`config.mk`:
```
export PLATFORM = sky130hd
export DESIGN_NAME = pe_line_reader_flat
export DESIGN_NICKNAME = d
export VERILOG_FILES = /design/src/rtl/pe_pkg.sv /design/src/rtl/pe_line_reader_if.sv /design/src/rtl/pe_counter.sv /design/src/rtl/pe_skid_fifo.sv /design/src/rtl/pe_line_reader.sv /design/src/flat_wrapper.sv
export SDC_FILE = /design/constraint.sdc
export NUM_CORES = 1
export LEC_CHECK = 0
export ABC_AREA = 0
export CORE_MARGIN = 8
export CORE_UTILIZATION = 53
export DETAILED_ROUTE_END_ITERATION = 6
export HOLD_SLACK_MARGIN = 0.03
export PLACE_DENSITY = 0.8
export RECOVER_POWER = 25
export SLEW_MARGIN = 10
export SYNTH_ARGS = -nofsm -noshare
export SYNTH_HDL_FRONTEND = slang
export SYNTH_SLANG_ARGS = --single-unit
```
`constraint.sdc`:
```
create_clock -name clk -period 3.8 [get_ports clk]
set_input_delay 0.38 -clock clk [delete_from_list [all_inputs] [get_ports clk]]
set_output_delay 0.38 -clock clk [all_outputs]
set_load 0.01 [all_outputs]
```
`src/rtl/pe_pkg.sv`:
```
// Shared types and constants for the priority-evaluation line readers.
package pe_pkg;

  localparam int LINE_LEN = 240;

  typedef struct packed {
    logic        transparent;
    logic [1:0]  prio;
    logic [14:0] color;
  } pe_pixel_t;

  typedef enum logic [1:0] {IDLE, RUN, DRAIN} pe_lr_state_t;

endpackage

```
`src/rtl/pe_line_reader_if.sv`:
```
// Pixel stream from the line reader to the priority evaluator (valid/ready).
interface pe_line_reader_if #(
  parameter int PIX_W  = $bits(pe_pkg::pe_pixel_t),
  parameter int ADDR_W = 8
);
  logic              out_valid;
  logic              out_ready;
  logic [PIX_W-1:0]  out_data;
  logic [ADDR_W-1:0] out_x;
  logic              out_last;

  modport master (output out_valid, output out_data, output out_x, output out_last,
                  input out_ready);
  modport slave  (input out_valid, input out_data, input out_x, input out_last,
                  output out_ready);
endinterface

```
`src/rtl/pe_counter.sv`:
```
// Up-counter with synchronous clear and increment enable.
module pe_counter #(
  parameter int WIDTH = 9
) (
  input  logic             clk,
  input  logic             rst_b,
  input  logic             clr,
  input  logic             inc,
  output logic [WIDTH-1:0] q
);

  always_ff @(posedge clk or negedge rst_b) begin
    if (!rst_b)   q <= '0;
    else if (clr) q <= '0;
    else if (inc) q <= q + 1'b1;
  end

endmodule

```
`src/rtl/pe_skid_fifo.sv`:
```
// Two-entry FIFO with registered head; absorbs the one-cycle buffer read latency.
module pe_skid_fifo #(
  parameter int W = 27
) (
  input  logic         clk,
  input  logic         rst_b,
  input  logic         push,
  input  logic [W-1:0] push_data,
  input  logic         pop,
  output logic         valid,
  output logic [W-1:0] head,
  output logic [1:0]   count
);

  logic [W-1:0] mem1;

  // Head entry is reset so the stream outputs read zero out of reset.
  always_ff @(posedge clk or negedge rst_b) begin
    if (!rst_b) begin
      count <= 2'd0;
      head  <= '0;
    end else begin
      case ({push, pop})
        2'b10: begin
          count <= count + 2'd1;
          if (count == 2'd0) head <= push_data;
        end
        2'b01: begin
          count <= count - 2'd1;
          if (count == 2'd2) head <= mem1;
        end
        2'b11:   head <= (count == 2'd1) ? push_data : mem1;
        default: ;
      endcase
    end
  end

  always_ff @(posedge clk) begin
    if (push && ((count == 2'd1 && !pop) || (count == 2'd2 && pop)))
      mem1 <= push_data;
  end

  assign valid = (count != 2'd0);

endmodule

```
`src/rtl/pe_line_reader.sv`:
```
// Streams one scanline from the selected line-buffer bank to the priority evaluator.
module pe_line_reader #(
  parameter int PIX_W    = $bits(pe_pkg::pe_pixel_t),
  parameter int LINE_LEN = pe_pkg::LINE_LEN,
  parameter int ADDR_W   = 8
) (
  input  logic              clk,
  input  logic              rst_b,
  input  logic              line_start,
  input  logic              bank_sel,
  output logic              busy,
  output logic              line_done,
  output logic              overrun,
  output logic              rd_en,
  output logic [ADDR_W:0]   rd_addr,
  input  logic [PIX_W-1:0]  rd_data,
  pe_line_reader_if.master  ob
);
  import pe_pkg::*;

  localparam int CNT_W = ADDR_W + 1;
  localparam int ENT_W = 1 + ADDR_W + PIX_W;

  pe_lr_state_t     state, state_nxt;
  logic             bank;
  logic             accept;
  logic             pop;
  logic             inflight_p1;
  logic             done_p1;
  logic [CNT_W-1:0] rd_x;
  logic [CNT_W-1:0] push_x;
  logic             push_last;
  logic [ENT_W-1:0] push_ent;
  logic [ENT_W-1:0] fifo_head;
  logic             fifo_valid;
  logic [1:0]       fifo_count;

  assign pop = ob.out_valid && ob.out_ready;

  always_ff @(posedge clk or negedge rst_b) begin
    if (!rst_b) begin
      state       <= IDLE;
      bank        <= 1'b0;
      inflight_p1 <= 1'b0;
      done_p1     <= 1'b0;
    end else begin
      state       <= state_nxt;
      inflight_p1 <= rd_en;
      done_p1     <= pop && ob.out_last;
      if (accept) bank <= bank_sel;
    end
  end

  // Reads are throttled so FIFO contents plus the in-flight read never exceed two.
  always_comb begin
    state_nxt = state;
    accept    = 1'b0;
    rd_en     = 1'b0;
    line_done = 1'b0;
    overrun   = 1'b0;
    busy      = 1'b0;
    case (state)
      IDLE: begin
        if (line_start) begin
          accept    = 1'b1;
          state_nxt = RUN;
        end
      end
      RUN: begin
        busy    = 1'b1;
        overrun = line_start;
        rd_en   = ({1'b0, fifo_count} + {2'b0, inflight_p1}) < (3'd2 + {2'b0, pop});
        if (rd_en && rd_x == CNT_W'(LINE_LEN - 1)) state_nxt = DRAIN;
      end
      DRAIN: begin
        busy    = !done_p1;
        overrun = line_start;
        if (done_p1) begin
          line_done = 1'b1;
          state_nxt = IDLE;
        end
      end
      default: state_nxt = IDLE;
    endcase
  end

  pe_counter #(.WIDTH(CNT_W)) u_rd_cnt (
    .clk   (clk),
    .rst_b (rst_b),
    .clr   (accept),
    .inc   (rd_en),
    .q     (rd_x)
  );

  assign rd_addr = {bank, rd_x[ADDR_W-1:0]};

  // p1: read data returns; tag it with its x from the push-side counter.
  pe_counter #(.WIDTH(CNT_W)) u_push_cnt (
    .clk   (clk),
    .rst_b (rst_b),
    .clr   (accept),
    .inc   (inflight_p1),
    .q     (push_x)
  );

  assign push_last = (push_x == CNT_W'(LINE_LEN - 1));
  assign push_ent  = {push_last, push_x[ADDR_W-1:0], rd_data};

  pe_skid_fifo #(.W(ENT_W)) u_fifo (
    .clk       (clk),
    .rst_b     (rst_b),
    .push      (inflight_p1),
    .push_data (push_ent),
    .pop       (pop),
    .valid     (fifo_valid),
    .head      (fifo_head),
    .count     (fifo_count)
  );

  // p2: registered FIFO head drives the pixel stream.
  assign ob.out_valid = fifo_valid;
  assign ob.out_data  = fifo_head[PIX_W-1:0];
  assign ob.out_x     = fifo_head[PIX_W +: ADDR_W];
  assign ob.out_last  = fifo_valid && fifo_head[ENT_W-1];

endmodule

```
`src/flat_wrapper.sv`:
```
// flat-port wrapper written by rule: the top's interface ports become plain ports
module pe_line_reader_flat import pe_pkg::*;
#(
  parameter int PIX_W    = $bits(pe_pkg::pe_pixel_t),
  parameter int LINE_LEN = pe_pkg::LINE_LEN,
  parameter int ADDR_W   = 8
)
  (clk, rst_b, line_start, bank_sel, busy, line_done, overrun, rd_en, rd_addr, rd_data, ob_out_valid, ob_out_data, ob_out_x, ob_out_last, ob_out_ready);
  pe_line_reader_if #(.PIX_W(PIX_W), .ADDR_W(ADDR_W)) ob_i ();
  input  logic clk;
  input  logic rst_b;
  input  logic line_start;
  input  logic bank_sel;
  output logic busy;
  output logic line_done;
  output logic overrun;
  output logic rd_en;
  output logic [ADDR_W:0] rd_addr;
  input  logic [PIX_W-1:0] rd_data;
  output wire logic [$bits(ob_i.out_valid)-1:0] ob_out_valid;
  output wire logic [$bits(ob_i.out_data)-1:0] ob_out_data;
  output wire logic [$bits(ob_i.out_x)-1:0] ob_out_x;
  output wire logic [$bits(ob_i.out_last)-1:0] ob_out_last;
  input wire logic [$bits(ob_i.out_ready)-1:0] ob_out_ready;
  assign ob_out_valid = ob_i.out_valid;
  assign ob_out_data = ob_i.out_data;
  assign ob_out_x = ob_i.out_x;
  assign ob_out_last = ob_i.out_last;
  assign ob_i.out_ready = ob_out_ready;
  pe_line_reader #(.PIX_W(PIX_W), .LINE_LEN(LINE_LEN), .ADDR_W(ADDR_W)) u_core (.clk(clk), .rst_b(rst_b), .line_start(line_start), .bank_sel(bank_sel), .busy(busy), .line_done(line_done), .overrun(overrun), .rd_en(rd_en), .rd_addr(rd_addr), .rd_data(rd_data), .ob(ob_i));
endmodule
```
### Word-level counts from Yosys, hierarchy flattened

Index checks and enable logic that the tools add are counted.

| cells by class | value |
|---|---|
| order comparisons | 1 |
| add/subtract/negate cells | 6 |
| equality and inequality tests | 14 |
| reduce and logical (&&, ||, !) cells | 20 |
| multiplexer cells | 20 |

Operators by type and width:

| operator | count |
|---|---|
| $mux W27 | 3 |
| $pmux W27 S3 | 1 |
| $mux W9 | 4 |
| $add A9 B1 Y9 const B | 2 |
| $eq A9 B8 Y1 const B | 2 |
| $eq A2 B2 Y1 const B | 4 |
| $reduce_bool A2 Y1 | 4 |
| $logic_and A1 B1 Y1 | 7 |
| $eq A2 B1 Y1 const B | 3 |
| $mux W1 | 6 |
| $mux W2 | 3 |
| $ne A2 B2 Y1 const B | 3 |
| $pmux W2 S3 | 1 |
| $reduce_and A3 Y1 | 2 |
| $logic_not A2 Y1 | 2 |
| $ne A2 B1 Y1 const B | 2 |
| $pmux W2 S2 | 1 |
| $add A2 B1 Y3 | 1 |
| $add A2 B1 Y3 const A | 1 |
| $lt A3 B3 Y1 | 1 |
| $reduce_bool A3 Y1 | 1 |
| $add A2 B1 Y2 const B | 1 |
| $logic_not A1 Y1 | 2 |
| $pmux W1 S2 | 1 |
| other kinds (3) | 3 |

| storage, ports and cells | value |
|---|---|
| flip-flop bits (word level) | 79 |

### Depth between registers and ports, before layout

Gate-level depths: netlist of run 1.

| logic depth | value |
|---|---|
| depth in word-level cells | 7 |
| depth in mapped cells | 10 |

### By module

Synthesis of run 1 repeated with hierarchy kept, for this count alone.

| unflattened totals | value |
|---|---|
| cells, all modules | 337 |
| area total of the unflattened synthesis | 3906.2 um^2 |

By module, submodules not included:

| module | area an instance (um^2) | cells each | seq. area each (um^2) | times used |
|---|---|---|---|---|
| pe_skid_fifo | 2575.0 | 212 | 1536.5 | 1 |
| pe_counter | 459.2 | 43 | 225.2 | 2 |
| pe_line_reader | 412.9 | 39 | 125.1 | 1 |

### Worst setup path after synthesis of run 1

No wires, ideal clock.

| timing path | value |
|---|---|
| kind | register to register |
| from | reg u_core.u_fifo.count[0] |
| to | reg u_core.u_fifo.mem1[0], enable pin |
| stages on the path, launching flop included | 6 |
| arrival | 2240 ps |
| period minus slack after synthesis | 2651 ps |
| data required time | 3389 ps |
| setup slack | 1149 ps |
| cell sequence | dfrtp_1 > inv_1 > ha_1 > nor2b_1 > a21oi_1 > nor2_1 |

| on the way | value |
|---|---|
| word-level cells in the longest chain between the ends | 6 |
| elaborated cells on any way between the ends | 9 |

Ends and longest elaborated chain:

| what | line | source |
|---|---|---|
| start, declared | pe_skid_fifo.sv:12 | `output logic [1:0] count` |
| start signal, assigned | pe_skid_fifo.sv:25 | `count <= count + 2'd1;` |
| start signal, assigned | pe_skid_fifo.sv:29 | `count <= count - 2'd1;` |
| $reduce_bool A2 Y1 | pe_skid_fifo.sv:43 | `assign valid = (count != 2'd0);` |
| $logic_and A1 B1 Y1 | pe_line_reader.sv:38 | `assign pop = ob.out_valid && ob.out_ready;` |
| $logic_not A1 Y1 | pe_skid_fifo.sv:39 | `if (push && ((count == 2'd1 && !pop) \|\| (count == 2'd2 && pop)))` |
| $logic_and A1 B1 Y1 | pe_skid_fifo.sv:39 |  |
| $logic_or A1 B1 Y1 * | pe_skid_fifo.sv:39 |  |
| $logic_and A1 B1 Y1 * | pe_skid_fifo.sv:39 |  |
| end signal, assigned | pe_skid_fifo.sv:40 | `mem1 <= push_data;` |
| end, declared | pe_skid_fifo.sv:15 | `logic [W-1:0] mem1;` |

Mark *: on every way between the ends. The rest lies on a longest branch, timed or not.
A chain may end at the register's enable or synchronous reset.

### Final worst setup path of run 1

| timing path | value |
|---|---|
| from | reg u_core.inflight_p1 |
| to | out rd_en |

| on the way | value |
|---|---|
| word-level cells in the longest chain between the ends | 3 |

Ends and longest elaborated chain:

| what | line | source |
|---|---|---|
| start, declared | pe_line_reader.sv:28 | `logic inflight_p1;` |
| start signal, assigned | pe_line_reader.sv:48 | `inflight_p1 <= rd_en;` |
| $add A2 B1 Y3 | pe_line_reader.sv:72 | `rd_en = ({1'b0, fifo_count} + {2'b0, inflight_p1}) < (3'd2 + {2'b0, pop});` |
| $lt A3 B3 Y1 | pe_line_reader.sv:72 |  |
| $mux W1 | pe_line_reader.sv:62 | `case (state)` |
| end, declared | flat_wrapper.sv:17 | `output logic rd_en;` |

No other way between the ends.

==> flow_summary.json, run 1 <==
{
  "finalSetupTns_ns": 0,
  "switching_share": 0.380,
  "ctsResizeCount": 0,
  "min_path_type": "flip-flop to flip-flop",
  "ios": 64,
  "slowest_delay_ns": 0.60,
  "route.detailed.drc": 0,
  "setup_slack_ns": 0.838,
  "power_mw": 3.45,
  "arrival_ns": 2.58,
  "cts-htree-levels": 3,
  "antennaDiodeCount": 0,
  "dieArea_sq_um": 9990,
  "synthCells": 330,
  "num_vias": 2427,
  "grt_pass1_vias": 2418,
  "outcome": "complete, but fails checks",
  "cts.path.max_buffers": 2,
  "core-area_sq_um": 6790,
  "relSlewSlack": -0.874,
  "synthDistinctLibCells": 42,
  "die_w_um": 99.9,
  "r2r-start": "u_core.u_fifo.count[0]",
  "viasPerCell": 5.28,
  "cts_setup_buffers": 0,
  "nNetsFinal": 396,
  "ir_drop_mv": 0.376,
  "end_kind": "output port",
  "grt_usage": 0.151,
  "p_per_area_nw_per_um2": 788,
  "syn_nets": 367,
  "drtIter0Drc": 160,
  "synth_seq_cells": 79,
  "tritoncts": "done",
  "cts_hold_buf": 0,
  "async_flop_share": 0.658,
  "avgSynthCellArea_sq_um": 11.3,
  "synth_area_leaders": "dfrtp_1 (35%), edfxtp_1 (22%), buf_4 (7.0%)",
  "path_max_fanout": 11,
  "place_ws_ns": 1.03,
  "hp-start": "u_core.bank",
  "critical_path_class": "flip-flop to output port",
  "path_cells": "ha_1 -> or3b_4 -> a21oi_2 -> clkdlybuf4s50_1",
  "clk_pin_slew_ns": 0.08,
  "seq_power_share": 0.388,
  "mappedNetlistArea_sq_um": 3730,
  "intPower_mw": 2.14,
  "synth.top_cells.by_count": "dfrtp_1 (52), nor2_1 (47), buf_4 (35)",
  "synth_edf_count": 27,
  "fmax_mhz": 338,
  "synth_top_cell_area_share": 0.349,
  "avgRoutedWirePerCell_um": 15.5,
  "root_buffer": "clkbuf_8",
  "drt_wl_total_um": 7150,
  "yosysMostFrequentCell": "dfrtp_1",
  "io_buffer_count": 63,
  "ant_nets": 0,
  "fin_worst_skew_ns": 0.00800,
  "grt_max_degree": 55,
  "place_area_sq_um": 4210,
  "critPathSlowestCell": "dfrtp_1",
  "comb_power_share": 0.452,
  "finalHoldViolCount": 0,
  "rows": 30,
  "synth_warnings": 0,
  "critPathRequiredTime_ns": 3.42,
  "antenna_found_initial": 0,
  "drive_above_1_share": 0.0852,
  "worstSetupStartpoint": "u_core.inflight_p1",
  "first_pass_iters": 4,
  "final_core_util": 0.645,
  "initial_utilization": 0.550,
  "fin_crit_ns": 2.96,
  "crit_path_start_kind": "flip-flop",
  "clkSinkCount": 79,
  "clkLatencyLatePin_ns": 0.34,
  "p_sw_mw": 1.31,
  "grt-ovfl-total": 0,
  "ys_seq_area_frac": 0.566,
  "violations": "max-capacitance violations, max-slew violations",
  "post-route-period-util": 0.780,
  "gp_congestion": 0.785,
  "rsz0062_at_grt": "false",
  "worst_pin_slew_ns": 2.81,
  "yosys.area.top_type": "dfrtp_1",
  "p_clk_frac": 0.161,
  "fillers": 514,
  "synthFlopType": "dfrtp_1",
  "dp_hpwl_um": 4910,
  "grt_pass1_wl_um": 12000,
  "die_h_um": 99.9,
  "setup_viol": 0,
  "syn2layout_area_growth_pct": 17.3,
  "cts_buffers": 9,
  "drv_slew": 53,
  "final_area_sq_um": 4380,
  "max-cap-violations": 1,
  "p_leak_nw": 1.79
}
## cell usage in the layout, fill, tap and decap left out, types with 2 or more instances in the layout
cell	netlist	routed
nand2_1	7	7
nor2_1	47	46
clkbuf_1	11	2
nor3_1	2	2
clkbuf_8	0	10
dlygate4sd3_1	0	14
mux2i_1	2	2
ha_1	14	14
a21oi_1	33	33
clkinv_2	0	2
nor2b_1	2	2
xnor2_1	8	8
o21ai_0	3	3
inv_1	10	10
and2_1	4	4
o211a_1	2	2
or3_1	3	3
nand3_1	2	2
and3_1	6	6
xor2_1	8	8
edfxtp_1	27	27
clkinvlp_4	0	2
clkdlybuf4s50_1	0	48
a22oi_1	27	27
buf_4	35	3
o21ai_2	1	2
o2111ai_1	2	2
dfrtp_1	52	52
nand4_1	3	3
## through the flow
stage               instances  hold WS [ns]
detailed placement        444         0.495
finish                    460         0.507
global route              460         0.550
global placement          444         0.490
floorplan                 330        0.0844
CTS                       460         0.172
## worst max-delay path, delay by kind of cell (launching register included)
kind / cells / cell delay, ns
and+or+nand+nor: 1 / 0.42
DFF: 1 / 0.60
AOI/OAI and AO/OA: 1 / 0.29
buffers and inverters: 1 / 0.60
adders and majority gates: 1 / 0.34
## state kept, by name (all words and copies together), names as in the netlist
| register | count |
|---|---|
| u_core.u_push_cnt.q | 9 |
| u_core.bank | 1 |
| u_core.u_fifo.head | 27 |
| u_core.inflight_p1 | 1 |
| u_core.state | 2 |
| u_core.u_fifo.count | 2 |
| u_core.u_rd_cnt.q | 9 |
| u_core.done_p1 | 1 |
| u_core.u_fifo.mem1 | 27 |
## routing by layer
layer  up-vias  wire length [um]  GRT usage
li1       1183                 -          -
met3        12               334     0.0332
met5         -                 0          0
met4         0               130     0.0745
met2        54              3510      0.248
met1      1178              3170      0.183
## layout make-up
| type | instances | area [sq um] | share of cell area |
|---|---|---|---|
| Multi-Input combinational cell | 191 | 1280 | 0.292 |
| Tap cell | 96 | 120 | 0.0274 |
| Clock buffer | 11 | 141 | 0.0323 |
| Timing Repair Buffer | 67 | 652 | 0.149 |
| Clock inverter | 5 | 33.8 | 0.00771 |
| Sequential cell | 79 | 2110 | 0.482 |
| Inverter | 11 | 41.3 | 0.00943 |
## kinds of logic (layout without fill, tap and decap cells)
group / count (synthesis) / after routing / synth area share
muxes: 4 / 4 / 0.0124
buffers and inverters: 60 / 94 / 0.0962
adders and majority gates: 14 / 14 / 0.0469
and+or+nand+nor: 81 / 81 / 0.103
DFF: 79 / 79 / 0.566
xor gates and xnor gates: 16 / 16 / 0.0375
AOI/OAI and AO/OA: 76 / 76 / 0.138
## power groups by stage
| stage | logic [mW] | clock network (mW) | registers (mW) |
|---|---|---|---|
| after floorplan | 1.19 | 0 | 1.29 |
| after global placement | 1.52 | 0 | 1.35 |
| after detailed placement | 1.57 | 0 | 1.36 |
| after CTS | 1.58 | 0.564 | 1.34 |
| after global routing | 1.73 | 0.596 | 1.37 |
| final | 1.56 | 0.555 | 1.34 |
## path summary, 6_finish.rpt
| path | to | slack (ns) | cells past startpoint |
|---|---|---|---|
| max reg2reg | u_core.u_fifo.head[8] | 1.15 | 7 |
| min in group asynchronous | u_core.bank | 1.03 | 2 |
| min | u_core.bank | 0.51 | 1 |
| max in group asynchronous | u_core.u_fifo.head[26] | 1.18 | 2 |
| max | rd_en | 0.84 | 4 |
| min reg2reg | u_core.bank | 0.51 | 1 |
Note: power is estimated with default switching activity, not from simulation.
==> run 2, diff against run 1 <==
Settings changed: CORE_UTILIZATION 53 to 48, PLACE_DENSITY 0.8 to 0.76.
Clock period 3.8 ns to 2.4 ns, I/O delays scaled along.
==> run 2 against run 1 <==
Net effect:
- the run still ends with max-capacitance violations, max-slew violations left
- flip-flop and latch count stayed put
- final cell count is 3.9% higher
- sequential power is 55% higher
- total power is 74% higher
- register-to-register slack worse by 0.93 ns
- critical endpoint unchanged
- highest routed layer unchanged
- non-clock buffer count is 12 higher
- die area is 8.7% higher
- clock power is 110% higher
- critical path type unchanged
- first-iteration DRC count is 14% lower
==> flow_summary.json, run 2 (same netlist as run 1, synthesis figures left out) <==
{
  "mostFrequentLayoutCells": "dfrtp_1 (52), nor2_1 (46), clkdlybuf4s50_1 (43), a21oi_1 (33)",
  "slowest_delay_ns": 0.46,
  "final_area_sq_um": 4600,
  "ant_nets": 0,
  "worst_pin_slew_ns": 1.61,
  "p_per_area_nw_per_um2": 1310,
  "ir_drop_mv": 0.753,
  "core-area_sq_um": 7650,
  "r2r-start": "u_core.u_fifo.count[0]",
  "end_kind": "output port",
  "io_buffer_count": 63,
  "relSlewSlack": -0.0717,
  "cts-htree-levels": 3,
  "grt_usage": 0.146,
  "arrival_ns": 2.03,
  "num_vias": 2543,
  "critPathSlowestCell": "or3b_4",
  "mostFrequentLayoutCell": "dfrtp_1",
  "largestRegisters": "u_core.u_fifo.head (27), u_core.u_fifo.mem1 (27)",
  "r2r_cells": 6,
  "p_leak_nw": 1.90,
  "holdPathEnd": "u_core.bank",
  "die_w_um": 104,
  "place_area_sq_um": 4340,
  "antennaDiodeCount": 0,
  "path_max_fanout": 5,
  "path_cells": "inv_1 -> ha_1 -> or3b_4 -> a21oi_2 -> dlygate4sd2_1",
  "hp-start": "u_core.bank",
  "fmax_mhz": 440,
  "syn2layout_area_growth_pct": 23.3,
  "rsz0062_at_grt": "false",
  "outcome": "complete, but fails checks",
  "r2r_setup_slack_ns": 0.22,
  "drtIter0Drc": 138,
  "cts_buffers": 9,
  "drv_slew": 31,
  "critical_path_class": "flip-flop to output port",
  "worstReg2RegEnd": "u_core.state[0]",
  "die_h_um": 104,
  "finalSetupTns_ns": 0,
  "drt_wl_total_um": 7570,
  "worstHoldPathCells": 1,
  "route.detailed.drc": 0,
  "grt_max_degree": 39,
  "fin_crit_ns": 2.27,
  "drive_above_1_share": 0.120,
  "cts.path.max_buffers": 2,
  "fillers": 609,
  "antenna_found_initial": 0,
  "initial_utilization": 0.488,
  "violations": "max-capacitance violations, max-slew violations",
  "post-route-period-util": 0.947,
  "dp_hpwl_um": 5290,
  "critPathRequiredTime_ns": 2.16,
  "tritoncts": "done",
  "root_buffer": "clkbuf_8",
  "max-cap-violations": 1,
  "clkSinkCount": 79,
  "min_path_type": "flip-flop to flip-flop",
  "clkLatencyLatePin_ns": 0.35,
  "grt-ovfl-total": 0,
  "viasPerCell": 5.32,
  "grt_pass1_wl_um": 13000,
  "grt_pass1_vias": 2624,
  "gp_congestion": 0.803,
  "fin_worst_skew_ns": 0.00952,
  "rows": 32,
  "first_pass_iters": 5,
  "ios": 64,
  "dieArea_sq_um": 10900,
  "nNetsFinal": 408,
  "setup_viol": 0,
  "clk_pin_slew_ns": 0.08,
  "finalHoldViolCount": 0,
  "crit_path_start_kind": "flip-flop",
  "avgRoutedWirePerCell_um": 15.8
}
run 2: cell types whose count changed in the layout (fill, tap and decap cells not counted), sizes merged:
| cell | previous run | this run |
|---|---|---|
| buf | 4 | 15 |
| clkdlybuf4s50 | 48 | 43 |
| dlygate4sd3 | 14 | 19 |
| bufinv | 0 | 3 |
| clkinvlp | 2 | 0 |
| clkbuf | 12 | 11 |
| dlygate4sd2 | 0 | 1 |
run 2: report_power, final:
group	switching, mW	internal (mW)	total, mW
registers	0.238	1.84	2.08
clock network	0.495	0.699	1.19
logic	1.42	1.33	2.75
total	2.16	3.87	6.03
run 2: per-layer routing:
metal	part of all wire	GRT usage	routed length, um	vias up
li1	-	-	-	1210
met1	0.44	0.184	3360	1254
met2	0.50	0.234	3760	66
met3	0.039	0.0297	297	13
met4	0.019	0.0714	143	0
met5	0	0	0	-
run 2: worst max-delay path, delay by kind of cell, from the launching register on:
| kind | cells | cell delay [ns] |
|---|---|---|
| flip-flops | 1 | 0.41 |
| adder cells (fa/ha/maj) | 1 | 0.28 |
| AO/OA/AOI/OAI | 1 | 0.18 |
| buffers and inverters | 2 | 0.36 |
| AND/OR/NAND/NOR | 1 | 0.46 |
run 2: final cells by class:
cell class | instances | area [sq um] | area share
sequential | 79 | 2110 | 0.459
multi-input combinational | 191 | 1290 | 0.281
timing repair buffer | 79 | 783 | 0.170
clock buffer | 10 | 128 | 0.0277
tap | 102 | 128 | 0.0277
clock inverter | 6 | 116 | 0.0253
inverter | 11 | 41.3 | 0.00897
run 2: timing repair:
| item | CTS | global route |
|---|---|---|
| pin swaps | 0 | 0 |
| buffers inserted | 0 | 0 |
| hold buffers | 1 | 0 |
| cloned | 0 | 0 |
| hold endpoints to repair | 28 | 0 |
| setup endpoints to repair | 1 | 27 |
| gates resized for setup | 1 | 4 |
run 2: metrics by stage:
stage | power [mW] | hold slack (ns) | setup slack [ns] | utilization | cells
finish | 6.03 | 0.510 | 0.127 | 0.602 | 478
CTS | 6.07 | 0.458 | 0.0948 | 0.600 | 478
detailed placement | 4.86 | 0.320 | 0.133 | 0.567 | 461
global placement | 4.77 | 0.313 | 0.220 | 0.567 | 461
global route | 6.43 | 0.512 | 0.0179 | 0.602 | 478
floorplan | 3.93 | -0.0556 | 0.0385 | - | 330
run 2: how the worst max path moves through the flow:
stage / endpoint / cells past startpoint / slack, ns / start
2_1_floorplan: u_core.u_fifo.head[18] / 10 / 0.04 / u_core.u_fifo.count[0]
3_5_place_dp: u_core.u_fifo.head[25] / 9 / 0.13 / u_core.u_fifo.count[0]
6_report: rd_en / 5 / 0.13 / u_core.u_fifo.count[0]
4_1_cts: u_core.u_fifo.head[25] / 9 / 0.09 / u_core.u_fifo.count[0]
3_3_place_gp: u_core.u_fifo.head[3] / 8 / 0.22 / ob_out_ready
5_1_grt: u_core.u_fifo.head[0] / 9 / 0.02 / u_core.u_fifo.count[0]
